===== src/rtl/pe_commit_stage.sv =====
`default_nettype none
// ============================================================================
// Module   : pe_commit_stage
// Purpose  : Merges per-instruction ALU results into per-channel FWFT FIFOs
//            and the hi/lo stored-data register, with sticky error flags.
// Revision : 1.0
// ============================================================================
module pe_commit_stage #(
  parameter int DATA_W     = 16,
  parameter int NUM_INSTS  = 2,
  parameter int NUM_CH     = 8,
  parameter int FIFO_DEPTH = 2
) (
  input  logic                          clk,
  input  logic                          rst,
  input  logic [NUM_INSTS*DATA_W-1:0]   inst_res,
  input  logic [NUM_INSTS*NUM_CH-1:0]   inst_ch_we,
  input  logic [NUM_INSTS-1:0]          inst_hi_we,
  input  logic [NUM_INSTS*DATA_W/2-1:0] inst_hi_d,
  input  logic [NUM_INSTS-1:0]          inst_lo_we,
  input  logic [NUM_INSTS*DATA_W/2-1:0] inst_lo_d,
  output logic [NUM_CH*DATA_W-1:0]      ch_data,
  output logic [NUM_CH-1:0]             ch_ready,
  input  logic [NUM_CH-1:0]             ch_read,
  output logic [NUM_CH-1:0]             ch_full,
  output logic [DATA_W-1:0]             stored_data,
  output logic [NUM_CH+1:0]             err_conflict,
  output logic [NUM_CH-1:0]             err_overflow
);
  localparam int HALF_W = DATA_W / 2;
  localparam int PTR_W  = (FIFO_DEPTH > 1) ? $clog2(FIFO_DEPTH) : 1;
  localparam int CNT_W  = $clog2(FIFO_DEPTH + 1);
  localparam logic [CNT_W-1:0] FULL_CNT = CNT_W'(FIFO_DEPTH);

  genvar c;
  generate
    for (c = 0; c < NUM_CH; c++) begin : g_ch
      logic              req;
      logic              multi;
      logic [DATA_W-1:0] wdata;
      logic [DATA_W-1:0] mem [FIFO_DEPTH];
      logic [PTR_W-1:0]  wr_ptr;
      logic [PTR_W-1:0]  rd_ptr;
      logic [CNT_W-1:0]  count;
      logic              full;
      logic              ready;
      logic              push;
      logic              pop;
      logic              conf_q;
      logic              ovf_q;

      // Lowest-numbered requesting instruction owns the channel this cycle.
      always_comb begin
        req   = 1'b0;
        multi = 1'b0;
        wdata = '0;
        for (int i = 0; i < NUM_INSTS; i++) begin
          if (inst_ch_we[i*NUM_CH + c]) begin
            if (req) begin
              multi = 1'b1;
            end else begin
              req   = 1'b1;
              wdata = inst_res[i*DATA_W +: DATA_W];
            end
          end
        end
      end

      // Full is taken from the registered count, so a same-cycle pop never frees a slot.
      assign full  = (count == FULL_CNT);
      assign ready = (count != '0);
      assign push  = req && !full;
      assign pop   = ch_read[c] && ready;

      always_ff @(posedge clk) begin
        if (rst) begin
          wr_ptr <= '0;
          rd_ptr <= '0;
          count  <= '0;
          conf_q <= 1'b0;
          ovf_q  <= 1'b0;
        end else begin
          if (push) wr_ptr <= wr_ptr + PTR_W'(1);
          if (pop)  rd_ptr <= rd_ptr + PTR_W'(1);
          if (push && !pop)      count <= count + CNT_W'(1);
          else if (pop && !push) count <= count - CNT_W'(1);
          if (multi)        conf_q <= 1'b1;
          if (req && full)  ovf_q  <= 1'b1;
        end
      end

      always_ff @(posedge clk) begin
        if (push) mem[wr_ptr] <= wdata;
      end

      assign ch_data[c*DATA_W +: DATA_W] = mem[rd_ptr];
      assign ch_ready[c]     = ready;
      assign ch_full[c]      = full;
      assign err_conflict[c] = conf_q;
      assign err_overflow[c] = ovf_q;
    end
  endgenerate

  logic              hi_we;
  logic              hi_multi;
  logic [HALF_W-1:0] hi_val;
  logic              lo_we;
  logic              lo_multi;
  logic [HALF_W-1:0] lo_val;
  logic              conf_hi_q;
  logic              conf_lo_q;

  // Hi and lo halves arbitrate independently with the same lowest-index priority.
  always_comb begin
    hi_we    = 1'b0;
    hi_multi = 1'b0;
    hi_val   = '0;
    lo_we    = 1'b0;
    lo_multi = 1'b0;
    lo_val   = '0;
    for (int i = 0; i < NUM_INSTS; i++) begin
      if (inst_hi_we[i]) begin
        if (hi_we) begin
          hi_multi = 1'b1;
        end else begin
          hi_we  = 1'b1;
          hi_val = inst_hi_d[i*HALF_W +: HALF_W];
        end
      end
      if (inst_lo_we[i]) begin
        if (lo_we) begin
          lo_multi = 1'b1;
        end else begin
          lo_we  = 1'b1;
          lo_val = inst_lo_d[i*HALF_W +: HALF_W];
        end
      end
    end
  end

  always_ff @(posedge clk) begin
    if (rst) begin
      stored_data <= '0;
      conf_hi_q   <= 1'b0;
      conf_lo_q   <= 1'b0;
    end else begin
      if (hi_we)    stored_data[DATA_W-1:HALF_W] <= hi_val;
      if (lo_we)    stored_data[HALF_W-1:0]      <= lo_val;
      if (hi_multi) conf_hi_q <= 1'b1;
      if (lo_multi) conf_lo_q <= 1'b1;
    end
  end

  assign err_conflict[NUM_CH]   = conf_hi_q;
  assign err_conflict[NUM_CH+1] = conf_lo_q;

endmodule
`default_nettype wire


===== config.mk =====
export PLATFORM = sky130hd
export DESIGN_NAME = pe_commit_stage
export DESIGN_NICKNAME = d
export VERILOG_FILES = /design/src/rtl/pe_commit_stage.sv
export SDC_FILE = /design/constraint.sdc
export NUM_CORES = 1
export LEC_CHECK = 0
export BUFFER_PORTS_ARGS = -buffer_cell sky130_fd_sc_hd__buf_2
export CAP_MARGIN = 5
export CORE_ASPECT_RATIO = 1.5
export CORE_MARGIN = 1
export CORE_UTILIZATION = 56
export DETAILED_ROUTE_END_ITERATION = 16
export PLACE_DENSITY_LB_ADDON = 0.25
export SYNTH_ARGS = -nofsm -noshare
export SYNTH_HDL_FRONTEND = slang
export SYNTH_SLANG_ARGS = --single-unit

===== constraint.sdc =====
create_clock -name clk -period 2.34 [get_ports clk]
set_clock_uncertainty 0.2 [all_clocks]
set_input_delay 0.117 -clock clk [delete_from_list [all_inputs] [get_ports clk]]
set_output_delay 0.117 -clock clk [all_outputs]
set_load 0.02 [all_outputs]

==> results of run 1 <==
## logic make-up after synthesis
family | Yosys count
compound gates | 194
buf+inv | 155
fa+ha+maj | 8
simple gates | 326
xor+xnor | 24
flops | 330
mux | 160
## layer usage
layer	GRT usage [%]	share of wire, %	vias to the layer above
met1	35.1	36	4935
met5	0	0	-
met4	15.8	5.5	0
met2	51.1	50	479
li1	-	-	4767
met3	6.78	8.9	111
## placed cells by master (no fill, tap or decap), types with 24 or more instances in the layout
master,n
nand2_1,218
dlygate4sd3_1,117
edfxtp_1,256
mux2_2,144
o21ai_0,141
buf_4,33
a21oi_1,34
clkbuf_16,29
dfxtp_1,74
buf_2,270
nor2_1,66
xor2_1,24
## cell type report
cell class              count  area, µm²
fillers                  1738       7420
well taps                 328        410
clock buffers              41        801
flip-flops and latches    330       9170
repair buffers            422       2800
clock inverters            11       80.1
multi-input cells         712       4480
diodes                      1       2.50
inverters                  16       60.1
## worst min path at each step
stage	slack, ns	endpoint	cells after the start
CTS	0.25	g_ch[0].ovf_q	2
global placement	0.15	stored_data[10]	3
detailed placement	0.16	stored_data[4]	3
finish	0.25	g_ch[1].ovf_q	2
global route	0.26	g_ch[5].ovf_q	2
floorplan	0.05	g_ch[3].conf_q	2
## where the power goes
| group | total (mW) | internal, mW | switching [mW] |
|---|---|---|---|
| clock | 4.50 | 2.48 | 2.02 |
| sequential | 8.39 | 7.91 | 0.476 |
| combinational | 7.07 | 2.75 | 4.32 |
| total | 20.0 | 13.1 | 6.81 |
## sequential cells by signal, summed over array words and instances (netlist names), 8 cells and up, named ones only
signal / cells
g_ch.rd_ptr: 8
g_ch.conf_q: 8
g_ch.ovf_q: 8
g_ch.count: 16
g_ch.wr_ptr: 8
g_ch.mem: 256
stored_data: 16
## stage by stage
stage          worst slack, ns  util (%)
4_1_cts                 0.0579      70.5
3_5_place_dp             0.482      62.4
3_3_place_gp             0.494      62.4
2_1_floorplan            0.605         -
5_1_grt                -0.0579      70.6
6_report               -0.0348      70.6
## worst max-delay path, stage by stage
cell           delay, ns
dlygate4sd3_1       0.56
buf_6               0.14
mux2_2              0.35
mux2i_1             0.19
dlygate4sd3_1       0.59
nor2_1              0.06
dlygate4sd3_1       0.59
## timing repair
| item | 4_1_cts | 5_1_grt |
|---|---|---|
| endpoints found under the setup margin | 0 | 4 |
| setup buffers | 0 | 2 |
| endpoints found under the hold margin | 302 | 0 |
| gates resized for setup | 0 | 3 |
| hold buffers | 118 | 0 |
==> flow_summary.ini, run 1 <==
[outcome]
status = complete, but fails checks
violations = setup timing

[timing]
setup_tns_ns = -0.0348
finalSetupViolCount = 1
fin_crit_ns = 2.37
hold_viol = 0
whs_ns = 0.245
tightest_slew_ns = 1.14
slew-limit-headroom_pct = 23.7
max_freq_ghz = 0.421
fin_ws_ns = -0.0348
report.final.slew_viol_count = 0
fin_crit_sh_pct = 101

[synth]
synth_most_common_cell = edfxtp_1
synth_seq_cells = 330
synth.top_cells.by_area = edfxtp_1 53%, mux2_2 11%, dfxtp_1 10%
synth_top_cell_area_share_pct = 53.1
avgSynthCellArea_um2 = 12.1
synth_top_flop_cell = edfxtp_1
synth_top_family_by_area = multiplexers
syn_inst = 1197
synth.distinct_cells = 22
yosys_warnings = 0
synth.area.mux_share_pct = 12.3
synth_area_mm2 = 0.0145
yosys.area_share.simple_pct = 9.32
syn_nets = 1299
synth_edf_count = 256
synth_common_cells = 256 x edfxtp_1, 218 x nand2_1, 144 x mux2_2
synth_compound_area_share_pct = 7.20
async_reset_ff_share_pct = 0
synth.largest_area_cell = edfxtp_1
synthAdderAreaFrac_pct = 0.692
ys_seq_area_share_pct = 63.4
synth-xor-area-share_pct = 1.45

[global_routing]
grt_pass1_vias = 10200
grt_max_degree = 57
grt_overflow = 0
grt_pass1_wl_um = 58500
grt_usage_pct = 29.9
antenna_found_initial = 1

[pwr]
max-vdd-ir-drop_uv = 788
p_leak_nw = 7.27
p_total_mw = 20.0
powerDensity_mw_per_mm2 = 1120

[clocking]
cts_buffers = 28
htree_levels = 1
clockRootBuffer = clkbuf_16
clk_pin_slew_ns = 0.07
cts_tree = done
cts_buffer_depth = 3
clk_latency_ns = 0.53
cts_sinks = 330

[critical_path]
timing.rr.start = stored_data[12]
crit_path_start = inst_hi_we[1]
reg2reg_slack_ns = 0.01
arrival_ns = 2.60
start_kind = input pin
cp_data_required_time_ns = 2.57
crit_fanout = 7
worst-r2r-cell-count = 5
critPathCaptureType = register
worst-setup-path-type = in -> reg
r2r_end = stored_data[12]
crit_end = stored_data[12]

[floorplanning]
fp.dieArea_mm2 = 0.0265
rows = 71
ioPinCount = 272
coreArea_mm2 = 0.0252
start_util_pct = 57.3
die_h_um = 199
die_x_um = 133

[routing]
wirelength_um = 39900
drt_iter0_markers = 894
viasPerCell = 5.53
wl_per_cell_um = 21.4
vias = 10300
drtPass1Iterations = 5
drc = 0
postRouteAntennaNets = 0

[finish]
nets = 1612
layout-area-overhead-vs-synth_pct = 23.1
fin_area_mm2 = 0.0178
drive_above_1_share_pct = 33.0
final_cells = 1861

[placement]
io_buffer_count = 271
placed_cells = 1689
gp_congestion = 0.772
placedInstanceArea_mm2 = 0.0157
dpl.hpwl_um = 24400

[min_path]
min_from = g_ch[1].ovf_q
hp-class = reg -> reg

[run]
maxCapViolCount = 0
No activity file was read; power rests on OpenSTA's default activity.
==> run 2: changes to the inputs <==
Settings changed: CORE_ASPECT_RATIO 1.5 to 1.4.
==> run 2 against run 1 <==
  * The flow now finishes without violations
  * Register-to-register slack improved by 0.11 ns
  * First-iteration DRC count decreased by 23%
  * Critical endpoint is now ch_data[90]
  * Die area about the same
  * Largest cell class unchanged
  * Critical path depth decreased by 4
  * Non-clock buffer count up 4
  * Via count is 1.7% higher
==> flow_summary.ini, run 2 (synthesized netlist as in run 1, its figures left out) <==
[placement]
io_buffer_count = 271
gp_congestion = 0.792
dpl.hpwl_um = 23800

[critical_path]
critPathBufInv = 2
timing.rr.start = stored_data[2]
cp_data_required_time_ns = 2.02
max_stage_delay_ns = 0.65
worst-setup-path-type = reg -> out
path_cells = buf_4, mux2_2, buf_2
crit_fanout = 11
critical_path.slowest_cell = dfxtp_1
start_kind = register
cp_top_family = flip-flops
critPathCaptureType = output port
arrival_ns = 1.97

[finish]
drive_above_1_share_pct = 33.1
n_fill_cell = 1691
antenna_cells_inserted = 0
final_cell_mix = 269 x buf_2, 256 x edfxtp_1, 218 x nand2_1, 144 x mux2_2, 141 x o21ai_0
final_common_cell = buf_2
largestRegisters = g_ch.mem: 256 flops, g_ch.count: 16 flops, stored_data: 16 flops
largest_register = g_ch.mem
layout-area-overhead-vs-synth_pct = 24.0
largest_reg_flops = 256
nets = 1618

[timing]
fin_crit_ns = 2.29
tightest_slew_ns = 1.16
setup_tns_ns = 0
fin_crit_sh_pct = 97.8
slew-limit-headroom_pct = 22.2
rsz0062_at_grt = false
max_freq_ghz = 0.437
whs_ns = 0.240
report.final.slew_viol_count = 0
finalSetupViolCount = 0
hold_viol = 0

[routing]
drtPass1Iterations = 5
viasPerCell = 5.63
wirelength_um = 39700
drt_iter0_markers = 684
wl_per_cell_um = 21.4
drc = 0
vias = 10500
postRouteAntennaNets = 0

[floorplanning]
fp.dieArea_mm2 = 0.0265
die_x_um = 138
ioPinCount = 272
die_h_um = 192
coreArea_mm2 = 0.0254
start_util_pct = 57.0
rows = 69

[clocking]
cts_sinks = 330
clk_latency_ns = 0.55
cts_buffer_depth = 3
cts_tree = done
clockRootBuffer = clkbuf_16
clk_pin_slew_ns = 0.06
cts_buffers = 30
htree_levels = 1

[global_routing]
met1_usage_pct = 33.3
grt_pass1_vias = 10300
grt_busiest_layer = met2
grt_overflow = 0
antenna_found_initial = 0
met3_usage_pct = 5.83
grt_pass1_wl_um = 57200
grt_usage_pct = 29.9
gr-usage-met2_pct = 51.8
grt_max_degree = 50

[pwr]
max-vdd-ir-drop_uv = 838
p_leak_nw = 7.34
powerDensity_mw_per_mm2 = 1130

[outcome]
status = complete, no violations

[min_path]
min_from = g_ch[3].ovf_q
hp-class = reg -> reg

[run]
maxCapViolCount = 0
==> run 2: power by group <==
group          switching, mW  total, mW  internal [mW]  leakage [nW]
Clock                   2.08       4.86           2.77         0.482
Combinational           4.26       7.01           2.75          3.76
Sequential             0.502       8.41           7.91          3.10
Total                   6.85       20.3           13.4          7.34
==> run 2: tightest hold or removal path: cells and delay by family (launching register included) <==
| kind | cells | cell delay (ns) |
|---|---|---|
| AOI/OAI and AO/OA | 1 | 0.05 |
| buffers and inverters | 1 | 0.04 |
| DFF | 1 | 0.30 |
==> run 2: path summary, 6_finish.rpt <==
path | to | slack [ns] | depth (start not counted)
setup / recovery | ch_data[90] | 0.05 | 3
hold / removal | g_ch[3].ovf_q | 0.24 | 2
setup reg to reg | stored_data[2] | 0.12 | 5
hold reg to reg | g_ch[3].ovf_q | 0.24 | 2
==> run 2: layout make-up <==
| type | count | area [µm²] | area share, % |
|---|---|---|---|
| clock buffers | 42 | 858 | 4.79 |
| well taps | 319 | 399 | 2.23 |
| clock inverters | 13 | 119 | 0.663 |
| repair buffers | 426 | 2850 | 15.9 |
| multi-input cells | 712 | 4480 | 25.0 |
| flip-flops and latches | 330 | 9170 | 51.1 |
| inverters | 16 | 60.1 | 0.335 |
==> run 2: layer usage <==
layer	up-vias	wire length, µm
li1	4787	-
met1	5005	13800
met2	533	19900
met3	141	3310
met4	0	2680
met5	-	0
==> run 2: repair_timing <==
action                                 4_1_cts  5_1_grt
endpoints found under the hold margin      317        0
setup endpoints to repair                    0        9
setup buffers                                0        0
resized for setup                            0        5
hold buffers                               124        0
==> run 2: stage by stage <==
step                cell area [µm²]  total power [mW]  std cells  worst slack (ns)  utilization, %
floorplan                     14500              13.2       1197             0.605               -
global placement              15700              15.1       1681             0.513            62.0
detailed placement            15700              15.3       1681             0.461            62.0
CTS                           17900              20.3       1860            0.0498            70.7
global route                  17900              21.2       1858          0.000501            70.7
finish                        17900              20.3       1858            0.0515            70.7
